### src/rtl/cpu_host_loader_pkg.sv
// Shared state encoding and helpers for the host-side CPU loader.
package cpu_host_loader_pkg;

    localparam int unsigned STATE_W = 3;
    // The CPU instruction register is stale for this many RUN cycles, so done is ignored there.
    localparam int unsigned DONE_MIN_CYCLES = 2;

    typedef enum logic [STATE_W-1:0] {
        S_IDLE    = 3'd0,
        S_LOAD    = 3'd1,
        S_LOADED  = 3'd2,
        S_START   = 3'd3,
        S_RUN     = 3'd4,
        S_HALTED  = 3'd5,
        S_TIMEOUT = 3'd6
    } state_e;

    function automatic logic cpu_owns_mem(input state_e s);
        return (s == S_START) || (s == S_RUN);
    endfunction

endpackage

### src/rtl/cpu_host_loader_out_fifo.sv
// Small result FIFO with a registered head word; a push is visible on the next cycle.
module cpu_host_loader_out_fifo #(
    parameter int unsigned DEPTH = 4,
    parameter int unsigned WIDTH = 16
) (
    input  logic             clk,
    input  logic             reset,
    input  logic             push,
    input  logic [WIDTH-1:0] push_data,
    input  logic             pop,
    output logic             full,
    output logic             empty,
    output logic [WIDTH-1:0] head
);

    localparam int unsigned PTR_W = $clog2(DEPTH);
    localparam int unsigned CNT_W = PTR_W + 1;

    logic [WIDTH-1:0] mem_q [DEPTH];
    logic [WIDTH-1:0] mem_d [DEPTH];
    logic [PTR_W-1:0] wr_ptr_q, wr_ptr_d;
    logic [PTR_W-1:0] rd_ptr_q, rd_ptr_d;
    logic [CNT_W-1:0] cnt_q, cnt_d;
    logic [WIDTH-1:0] head_q, head_d;
    logic             push_ok;
    logic             pop_ok;

    assign full    = (cnt_q == CNT_W'(DEPTH));
    assign empty   = (cnt_q == '0);
    assign pop_ok  = pop & ~empty;
    // A pop in the same cycle frees the slot, so a full FIFO can still accept.
    assign push_ok = push & (~full | pop_ok);
    assign head    = head_q;

    always_comb begin
        mem_d    = mem_q;
        wr_ptr_d = wr_ptr_q;
        rd_ptr_d = rd_ptr_q;
        if (push_ok) begin
            mem_d[wr_ptr_q] = push_data;
            wr_ptr_d        = wr_ptr_q + PTR_W'(1);
        end
        if (pop_ok) begin
            rd_ptr_d = rd_ptr_q + PTR_W'(1);
        end
        cnt_d  = cnt_q + CNT_W'(push_ok) - CNT_W'(pop_ok);
        // New head is the word being written when it lands in the next read slot.
        head_d = (push_ok && (wr_ptr_q == rd_ptr_d)) ? push_data : mem_q[rd_ptr_d];
    end

    always_ff @(posedge clk) begin
        if (reset) begin
            wr_ptr_q <= '0;
            rd_ptr_q <= '0;
            cnt_q    <= '0;
            head_q   <= '0;
        end else begin
            wr_ptr_q <= wr_ptr_d;
            rd_ptr_q <= rd_ptr_d;
            cnt_q    <= cnt_d;
            head_q   <= head_d;
        end
    end

    always_ff @(posedge clk) begin
        mem_q <= mem_d;
    end

endmodule

### src/rtl/cpu_host_loader.sv
// Host loader: streams an image into memory, runs the CPU under a watchdog, buffers OUTR results.
module cpu_host_loader
    import cpu_host_loader_pkg::*;
#(
    parameter int unsigned ADDR_W     = 8,
    parameter int unsigned DATA_W     = 16,
    parameter int unsigned FIFO_DEPTH = 4,
    parameter int unsigned TIMEOUT    = 4096
) (
    input  logic              clk,
    input  logic              reset,
    input  logic              ld_valid,
    output logic              ld_ready,
    input  logic [DATA_W-1:0] ld_data,
    input  logic              ld_last,
    input  logic              go,
    output logic              host_own,
    output logic              mem_we,
    output logic [ADDR_W-1:0] mem_addr,
    output logic [DATA_W-1:0] mem_wdata,
    output logic              cpu_reset,
    output logic              cpu_on,
    input  logic              done,
    input  logic              e_out_r,
    input  logic [DATA_W-1:0] out_data,
    output logic              res_valid,
    input  logic              res_ready,
    output logic [DATA_W-1:0] res_data,
    output logic              busy,
    output logic              err_ovf,
    output logic              err_tout
);

    localparam int unsigned RUN_W = $clog2(TIMEOUT) + 1;

    state_e            state_q, state_d;
    logic [ADDR_W-1:0] addr_q, addr_d;
    logic [RUN_W-1:0]  run_cnt_q, run_cnt_d;
    logic              err_ovf_q, err_ovf_d;
    logic              err_tout_q, err_tout_d;

    logic ld_open;
    logic xfer;
    logic fifo_push;
    logic fifo_pop;
    logic fifo_full;
    logic fifo_empty;
    logic fifo_drop;

    assign ld_open   = (state_q == S_IDLE) || (state_q == S_LOAD);
    assign xfer      = ld_valid & ld_open;
    assign fifo_push = e_out_r & (state_q == S_RUN);
    assign fifo_pop  = res_valid & res_ready;
    assign fifo_drop = fifo_push & fifo_full & ~fifo_pop;

    cpu_host_loader_out_fifo #(
        .DEPTH (FIFO_DEPTH),
        .WIDTH (DATA_W)
    ) u_out_fifo (
        .clk       (clk),
        .reset     (reset),
        .push      (fifo_push),
        .push_data (out_data),
        .pop       (fifo_pop),
        .full      (fifo_full),
        .empty     (fifo_empty),
        .head      (res_data)
    );

    always_ff @(posedge clk) begin
        if (reset) begin
            state_q    <= S_IDLE;
            addr_q     <= '0;
            run_cnt_q  <= '0;
            err_ovf_q  <= 1'b0;
            err_tout_q <= 1'b0;
        end else begin
            state_q    <= state_d;
            addr_q     <= addr_d;
            run_cnt_q  <= run_cnt_d;
            err_ovf_q  <= err_ovf_d;
            err_tout_q <= err_tout_d;
        end
    end

    // Next state, load address, watchdog counter and sticky errors.
    always_comb begin
        state_d    = state_q;
        addr_d     = addr_q;
        run_cnt_d  = run_cnt_q;
        err_ovf_d  = err_ovf_q | fifo_drop;
        err_tout_d = err_tout_q;
        case (state_q)
            S_IDLE: begin
                if (xfer) begin
                    addr_d  = ADDR_W'(1);
                    state_d = ld_last ? S_LOADED : S_LOAD;
                end
            end
            S_LOAD: begin
                if (xfer) begin
                    if (ld_last) begin
                        state_d = S_LOADED;
                    end else if (addr_q == '1) begin
                        err_ovf_d = 1'b1;
                        state_d   = S_LOADED;
                    end else begin
                        addr_d = addr_q + ADDR_W'(1);
                    end
                end
            end
            S_LOADED: begin
                if (go) begin
                    state_d = S_START;
                end
            end
            S_START: begin
                run_cnt_d = '0;
                state_d   = S_RUN;
            end
            S_RUN: begin
                run_cnt_d = run_cnt_q + RUN_W'(1);
                if (done && (run_cnt_q >= RUN_W'(DONE_MIN_CYCLES))) begin
                    state_d = S_HALTED;
                end else if (run_cnt_q == RUN_W'(TIMEOUT - 1)) begin
                    err_tout_d = 1'b1;
                    state_d    = S_TIMEOUT;
                end
            end
            S_HALTED, S_TIMEOUT: begin
                if (go) begin
                    addr_d  = '0;
                    state_d = S_IDLE;
                end
            end
            default: begin
                state_d = S_IDLE;
            end
        endcase
    end

    // Outputs decoded from the state register; only the load handshake looks at inputs.
    always_comb begin
        ld_ready  = 1'b0;
        mem_we    = 1'b0;
        cpu_reset = ~cpu_owns_mem(state_q);
        host_own  = ~cpu_owns_mem(state_q);
        cpu_on    = 1'b0;
        case (state_q)
            S_IDLE, S_LOAD: begin
                ld_ready = 1'b1;
                mem_we   = ld_valid;
            end
            S_RUN: begin
                cpu_on = 1'b1;
            end
            default: begin
            end
        endcase
    end

    assign mem_addr  = addr_q;
    assign mem_wdata = ld_data;
    assign res_valid = ~fifo_empty;
    assign busy      = (state_q != S_IDLE);
    assign err_ovf   = err_ovf_q;
    assign err_tout  = err_tout_q;

endmodule
### config.mk
export PLATFORM = sky130hd
export DESIGN_NAME = cpu_host_loader
export DESIGN_NICKNAME = d
export VERILOG_FILES = /design/src/rtl/cpu_host_loader_pkg.sv /design/src/rtl/cpu_host_loader_out_fifo.sv /design/src/rtl/cpu_host_loader.sv
export SDC_FILE = /design/constraint.sdc
export NUM_CORES = 1
export LEC_CHECK = 0
export ABC_AREA = 1
export CAP_MARGIN = 25
export CORE_MARGIN = 1
export CORE_UTILIZATION = 40
export CTS_CLUSTER_DIAMETER = 40
export DETAILED_ROUTE_END_ITERATION = 16
export GPL_ROUTABILITY_DRIVEN = 0
export GPL_TIMING_DRIVEN = 0
export PLACE_DENSITY = 0.68
export SKIP_CTS_REPAIR_TIMING = 1
export SLEW_MARGIN = 20
export SYNTH_ARGS = -nofsm -noshare
export SYNTH_HDL_FRONTEND = slang
export SYNTH_SLANG_ARGS = --single-unit
### constraint.sdc
create_clock -name clk -period 3.4 [get_ports clk]
set_input_delay 0.51 -clock clk [delete_from_list [all_inputs] [get_ports clk]]
set_output_delay 0.51 -clock clk [all_outputs]
set_load 0.01 [all_outputs]
# Word level (Yosys, flattened, before mapping)
# Cells that the tools add are included.
# Widths: inputs -> output; s select.
# totals
regBits	113
latch_bits	0
ramBits	0
mem_bits_ro	0
in_bits	40
output_inout_bits	49
elab_cells	104
n_memories	0
# classes
n_addsub	6
mul	0
n_div	0
order_cmp	4
eq_ne	18
n_shift	0
n_mux	32
bitwise	16
n_reduce_logical	15
# op_table
op	count
$bwmux 64	1
$mux 16	4
$mux 8	5
$bmux 16 s2	1
$demux 16 s2	1
$pmux 13 s2	1
$mux 3	8
$pmux 8 s3	1
$pmux 3 s6	1
$add 13x1->13 const B	1
$eq 13x12->1 const B	1
$ge 13x2->1 const B	1
$eq 3x3->1 const B	4
$ne 2x2->1 const B	6
$reduce_and 6->1	2
$add 8x1->8 const B	1
$eq 8x8->1 const B	1
$and 1x1->1	7
$mux 1	7
$eq 3x2->1 const B	2
$ge 3x3->1 const B	2
$logic_not 3->1	2
$not 2->3	2
$reduce_bool 3->1	2
16 further kinds	27

# Longest topological paths before layout
# logic_depth
depth_word	10
ltp_mapped	11
mapped_depth_nobuf	11

# Modules after synthesis
# Synthesis repeated with hierarchy kept, for this count alone.
# hier_totals
cells_unflattened	642
hier_area_um2	5576.6
# modules_own_cells
mod	n_inst	cells_per_inst	area_per_inst_um2	seq_area_each_um2
cpu_host_loader_out_fifo	1	365	3768.6	2382.3
cpu_host_loader	1	277	1808.0	520.5

# Least setup slack after synthesis
# No wires, ideal clock.
# synth_path
path_kind	flip-flop to flip-flop
from	register state_q[1]
to	register u_out_fifo.mem_q[0] (netlist name), enable pin
setup_time_ps	389
arrival_ps	1791
required_ps	3011
path_slack_ps	1221
stages_incl_launch_ff	8
path_buffers	0
synth_period_minus_slack_ps	2179
path_cell_list	dfxtp_1 -> inv_2 -> nand2_2 -> nor2_4 -> inv_2 -> nor3_4 -> inv_1 -> nor2_1
# synth_via
elab_chain_len	3
# synth_lines
element	line_no	rtl
from (decl)	cpu_host_loader.sv:36	state_e state_q, state_d;
from (signal assigned)	cpu_host_loader.sv:78	state_q <= state_d;
$eq 3x3->1	cpu_host_loader.sv:52	assign fifo_push = e_out_r & (state_q == S_RUN);
$and 1x1->1	cpu_host_loader.sv:52	
$and 1x1->1	cpu_host_loader_out_fifo.sv:32	assign push_ok = push & (~full | pop_ok);
to (signal assigned)	cpu_host_loader_out_fifo.sv:66	mem_q <= mem_d;
to (decl)	cpu_host_loader_out_fifo.sv:19	logic [WIDTH-1:0] mem_q [DEPTH];
# Every way passes these cells.
# A chain may end at the register's enable or synchronous reset.

# Worst setup path after layout
# layout_path
from	register state_q[0]
to	output port host_own
# layout_via
elab_chain_len	3
elab_cells_between_ends	4
classes_between	eq/ne: 2; bitwise: 1; reduce/logical: 1
# layout_lines
element	line_no	rtl
$eq 3x2->1 / $eq 3x3->1 (equally long branches)	cpu_host_loader_pkg.sv:19	return (s == S_START) || (s == S_RUN);
$logic_or 1x1->1 (*)	cpu_host_loader_pkg.sv:19	
$not 1->1 (*)	cpu_host_loader.sv:147	host_own = ~cpu_owns_mem(state_q);
to (decl)	cpu_host_loader.sv:17	output logic host_own,
# Mark *: on every way between the ends. The rest lies on a longest branch, timed or not.

==> reports/metrics.yaml <==
placed_design:
  io_buffers: 72
  dpl.cell_count: 850
  hpwlAfterDp_microns: 8888
logic_synthesis:
  synth_nets: 649
  syn_avg_cell_area_sq_um: 9.040
  synthTopCellsByCount: "nand2_1, inv_1, edfxtp_1, nor2_1, dfxtp_1"
  synth.most_common_cell: "nand2_1"
  synth_seq_cells: 113
  synth_top_cell_area_share_pct: 35.49
  yosysWarnings: 0
  ys_seq_area_share_pct: 53.60
  mappedNetlistArea_sq_um: 5415
  netlist_instances: 599
  synthTopCellsByArea: "edfxtp_1, dfxtp_1, nand2_1"
  async_reset_ff_share_pct: 0
  yosysTopAreaCell: "edfxtp_1"
  yosysUniqueCellTypes: 44
  ys.flop_type: "edfxtp_1"
  synth_edf_count: 64
clock_network:
  root_buffer: "clkbuf_16"
  cts_made_buffers: 17
  tritoncts: "built"
  cts_max_path_buffers: 2
  cts.sink_count: 113
  htreeDepth: 4
  clk_latency_ns: 0.41
  clk_pin_slew_ns: 0.05
global_route:
  grt_pass1_wl_microns: 21690
  grt_overflow: 0
  track_usage_pct: 19.97
  grt_pass1_vias: 4545
  grt_max_degree: 17
  grt_antenna_before_repair: 0
timing:
  min_period_ns: 2.889
  timing.slew.headroom_pct: 39.92
  timing.fmax_mhz: 346.2
  finalHoldViolCount: 0
  skew_ns: 0.008850
  rsz0062_at_grt: "false"
  fin_tns_setup_ns: 0
  setup_violations: 0
  drv_slew: 0
  finalCritPeriodShare_pct: 84.96
  max_slew.worst_pin.slew_ns: 0.9002
pwr:
  p_per_area_nw_per_um2: 784.2
  vdd_drop_max_mv: 0.4842
  p_leak_nw: 2.780
run:
  max-cap-violations: 0
drt:
  num_vias: 4561
  drc: 0
  drtPass1Iterations: 7
  drt_first_iter_violations: 303
  wire_per_inst_microns: 15.21
  viasPerCell: 5.171
  ant_nets: 0
  postRouteWirelength_microns: 13410
cells_and_area:
  layout.cells.non_filler: 882
  postLayoutCoreUtil_pct: 52.82
  diodes: 0
  syn2layout_area_growth_pct: 29.16
  drive_gt1_share_pct: 13.17
  nets: 743
floorplanning:
  coreArea_sq_um: 13240
  die_h_microns: 118.4
  dieArea_sq_um: 14010
  die_w_microns: 118.4
  num_io_pins: 89
  rows: 42
  initial_core_util_pct: 40.89
run_status:
  status: "complete, no violations"
setup_path:
  crit_type: "flip-flop to output pin"
  arrival_ns: 2.38
  path_cells: "inv_2 -> nand2_2 -> nor2_4 -> inv_2 -> nand2_1 -> clkinv_1 -> buf_4 -> clkdlybuf4s50_1"
  path_common_cell: "inv_2"
  critPathMaxFanout: 11
  crit_path_end_kind: "output pin"
  crit_buf_inv: 5
  worstPathRequired_ns: 2.89
  worstSetupStartpointType: "flip-flop"
  max_stage_delay_ns: 0.46
  r2r_slack_ns: 0.95
  cp_top_family: "buffers and inverters"
  crit_slowest_cell: "clkdlybuf4s50_1"
hold_path:
  min_path_type: "flip-flop to flip-flop"
## cell type report
| cell class | count | area [sq um] |
|---|---|---|
| Buffer | 36 | 225.2 |
| Timing Repair Buffer | 75 | 762.0 |
| Inverter | 78 | 292.8 |
| Multi-Input combinational cell | 372 | 2004 |
| Sequential cell | 113 | 2903 |
| Tap cell | 176 | 220.2 |
| Clock inverter | 12 | 140.1 |
| Clock buffer | 20 | 446.7 |
| Fill cell | 1206 | 6248 |
## report_power, final
part           switching [mW]  total [mW]  internal (mW)
combinational            1.24        2.02          0.775
sequential             0.0796        1.70           1.62
clock                   0.608        1.77           1.16
## logic make-up after synthesis
kind of cell / Yosys count / share of synthesized area (%)
AOI/OAI and AO/OA: 82 / 8.318
and+or+nand+nor: 278 / 25.74
adders and majority gates: 10 / 2.449
xor gates and xnor gates: 2 / 0.3235
DFF: 113 / 53.60
buffers and inverters: 114 / 9.566
## layout by cell type, fill, tap and decap left out, types with 2 or more instances in the layout
cell type        count
nor3_1               7
nor2_4               2
nor2_2               5
clkinvlp_4           2
a221oi_1             3
nand2_1            106
ha_1                 9
nand3b_1            27
clkbuf_1            10
nand2_2              6
a21oi_1             36
clkinv_1             5
buf_2                6
inv_2                8
edfxtp_1            64
nand3_1             43
o21ai_0             31
clkinv_2             3
bufinv_16            3
buf_8                2
dfxtp_1             49
nand3_4              2
inv_1               68
nand4_1             14
nor2_1              52
buf_4               18
clkdlybuf4s50_1     72
clkbuf_16           17
o21ai_1              2
buf_6                3
xor2_1               2
buf_1                2
nand3_2              3
nand2_4              6
## per-layer routing
metal / GRT usage (%) / share of wire, %
met5: 0 / 0
met4: 7.612 / 1.3
met3: 6.129 / 6.9
met2: 34.78 / 49
met1: 22.85 / 43
## per-stage QoR
step                hold WS [ns]  instance area [sq um]  total power [mW]  setup slack, ns
global route              0.4929                   6994             5.785           0.3452
detailed placement        0.4550                   6407             3.723           0.3813
CTS                       0.4725                   6994             5.490           0.5013
global placement          0.4531                   6356             3.650         -0.04525
finish                    0.4670                   6994             5.485           0.5115
floorplan                 0.4453                   5415             2.997            1.221
## path summary, 6_finish.rpt
kind,to,depth (start not counted),startpoint
min reg2reg,run_cnt_q[11]$_SDFFE_PP0P_,2,run_cnt_q[11]$_SDFFE_PP0P_
min,run_cnt_q[11]$_SDFFE_PP0P_,2,run_cnt_q[11]$_SDFFE_PP0P_
max reg2reg,u_out_fifo.mem_q[36]$_DFFE_PP_,7,state_q[0]$_SDFFE_PP0P_
max,host_own,8,state_q[0]$_SDFFE_PP0P_
## registers in the layout, indices dropped and copies added, names as in the netlist
name and cells:
u_out_fifo.rd_ptr_q 2, err_tout 1, run_cnt_q 13, u_out_fifo.head 16, mem_addr 8, err_ovf 1
u_out_fifo.mem_q 64, u_out_fifo.cnt_q 3, state_q 3, u_out_fifo.wr_ptr_q 2
## worst min-delay path: stages (launching register included)
cell,delay [ns]
dfxtp_1,0.31
nand2_1,0.06
a21oi_1,0.06
Note: power is estimated with default switching activity, not from simulation.
==> patch (same settings) <==
Take the reset off `addr_q` and load it in a clocked block of its own.
--- a/src/rtl/cpu_host_loader.sv
+++ b/src/rtl/cpu_host_loader.sv
@@ -71,5 +71,4 @@
         if (reset) begin
             state_q    <= S_IDLE;
-            addr_q     <= '0;
             run_cnt_q  <= '0;
             err_ovf_q  <= 1'b0;
@@ -77,9 +76,12 @@
         end else begin
             state_q    <= state_d;
-            addr_q     <= addr_d;
             run_cnt_q  <= run_cnt_d;
             err_ovf_q  <= err_ovf_d;
             err_tout_q <= err_tout_d;
         end
+    end
+
+    always_ff @(posedge clk) begin
+        addr_q <= addr_d;
     end
 
Formal check against the unedited RTL: not equivalent (Yosys sat finds a counterexample within 4 cycles, from zero or initial values and one cycle with reset high).
==> patch against the original RTL <==
- utilization increased by 0.89 points
- power down 2.2%
- global-route usage is 1.2 points lower
- sequential cell count is the same
- wire length is 10% lower
- design area shrank 2.7%
- setup slack better by 140 ps
- sequential power grew 5%
- synthesized area is 3.8% lower
- largest cell class unchanged
- largest power group is now the clock network
==> patch: results (changes against the original RTL) <==
Synth Area in Compound Gates: 0.1067 (was 0.08318)
CP peak stage delay: 520 ps (was 460 ps)
fin cells: 843 (was 882)
Via Count: 4,296 (was 4,561)
Worst Skew: 11.58 ps (was 8.850 ps)
number of buffers added on ports: 71 (was 72)
clk slew on worst S/H paths: 50 ps (about the same)
Final HPWL DP: 8205 um (was 8888 um)
Antenna diodes: 0 (unchanged)
syn nets: 614 (was 649)
proportion of synthesized area in mux cells: 0 (unchanged)
Leak: 2.637 nW (was 2.780 nW)
overall global routing resource usage: 0.1876 (was 0.1997)
Synth Area in XOR/XNOR: 0 (was 0.003235)
synth cell count leaders: nand2_1, nor2_1, edfxtp_1 (was nand2_1, inv_1, edfxtp_1)
root buffer cell: clkbuf_16 (unchanged)
First-pass DRT Iterations: 5 (was 7)
Hold Crit Depth: 1 (was 2)
destination of the worst hold path: err_tout$_SDFFE_PP0P_ (was run_cnt_q[11]$_SDFFE_PP0P_)
Slew @ Worst Pin: 673.0 ps (was 900.2 ps)
R2R Setup Slk: 1100 ps (was 950 ps)
Reg2Reg Depth: 8 (was 7)
Worst VDD drop: 0.0003912 V (was 0.0004842 V)
R2R Path End: u_out_fifo.mem_q[33]$_DFFE_PP_ (was u_out_fifo.mem_q[36]$_DFFE_PP_)
synthesized area per cell: 9.235 um2 (was 9.040 um2)
top post-synthesis cells by area: edfxtp_1, dfxtp_1, nand2_1 (unchanged)
pre-CTS setup slack: 674.1 ps (was 381.3 ps)
status: completed (unchanged)
Placed Instances: 811 (was 850)
initial antenna violation count: 0 (unchanged)
Post-synth EDFFs: 72 (was 64)
min-delay src: err_tout$_SDFFE_PP0P_ (was run_cnt_q[11]$_SDFFE_PP0P_)
drt wl/cell: 14.32 um (was 15.21 um)
global-route wire length before repair: 19,060 um (was 21,690 um)
part of the Yosys area used for sequential elements: 0.5727 (was 0.5360)
vias in the first global route: 4,102 (was 4,545)
H-tree depth: 4 (unchanged)
fillers: 1,140 (was 1,206)
design internal power: 3.605 mW (was 3.557 mW)
Iteration-0 DRC Markers: 263 (was 303)
NumNets Final: 708 (was 743)
Synth async-reset ratio: 0 (unchanged)
Inserted Clock Buffers: 17 (unchanged)
worst path arrival time: 2240 ps (was 2380 ps)
layout cells sized above 1: 0.1073 (was 0.1317)
min-delay worst type: reg2reg (unchanged)
post-synth cell types: 35 (was 44)
Post-Synth Adder-Cell Area: 0.02546 (was 0.02449)
top_reg_cell synth: edfxtp_1 (unchanged)
==> patch: power groups by stage <==
stage	Combinational [mW]	Clock (mW)	Sequential, mW
5_1_grt	1.98	1.90	1.81
3_5_place_dp	1.76	0	1.82
4_1_cts	1.77	1.84	1.79
6_report	1.76	1.81	1.79
2_1_floorplan	1.01	0	1.86
3_3_place_gp	1.71	0	1.81
==> patch: metal layers <==
metal / vias to the layer above / part of all wire / GRT usage
li1: 2071 / - / -
met1: 2038 / 0.42 / 0.2213
met5: - / 0 / 0
met4: 0 / 0.013 / 0.07094
met2: 172 / 0.50 / 0.3262
met3: 15 / 0.068 / 0.05138
==> patch: kinds of logic after synthesis <==
group           count (synthesis)
buf+inv                       107
flops                         113
simple gates                  229
fa+ha+maj                      10
compound gates                105
==> patch: worst max-delay path by stage <==
stage | start | end | slack, ps | cells after the start
2_1_floorplan | state_q[0]$_SDFFE_PP0P_ | u_out_fifo.mem_q[0]$_DFFE_PP_ | 1160 | 7
4_1_cts | state_q[1]$_SDFFE_PP0P_ | host_own | 640 | 6
5_1_grt | state_q[1]$_SDFFE_PP0P_ | host_own | 530 | 7
3_5_place_dp | res_ready | u_out_fifo.mem_q[33]$_DFFE_PP_ | 670 | 6
6_report | state_q[1]$_SDFFE_PP0P_ | host_own | 650 | 7
3_3_place_gp | res_ready | u_out_fifo.mem_q[51]$_DFFE_PP_ | 80 | 5
==> patch: final cells by class <==
| class | instances | area share |
|---|---|---|
| clock inverters | 11 | 0.02409 |
| well taps | 172 | 0.03162 |
| clock buffers | 21 | 0.06472 |
| multi-input cells | 344 | 0.2580 |
| inverters | 71 | 0.03935 |
| plain buffers | 36 | 0.03126 |
| repair buffers | 75 | 0.1127 |
| flip-flops and latches | 113 | 0.4383 |
==> patch: per-stage QoR <==
stage	total power, mW	instance area (um2)	hold WS [ps]	util
after global placement	3.512	6135	454.9	0.4842
after global routing	5.689	6805	494.7	0.5371
final	5.366	6805	468.9	0.5371
after CTS	5.403	6805	478.7	0.5371
after floorplan	2.865	5209	459.0	-
after detailed placement	3.572	6201	461.6	0.4894
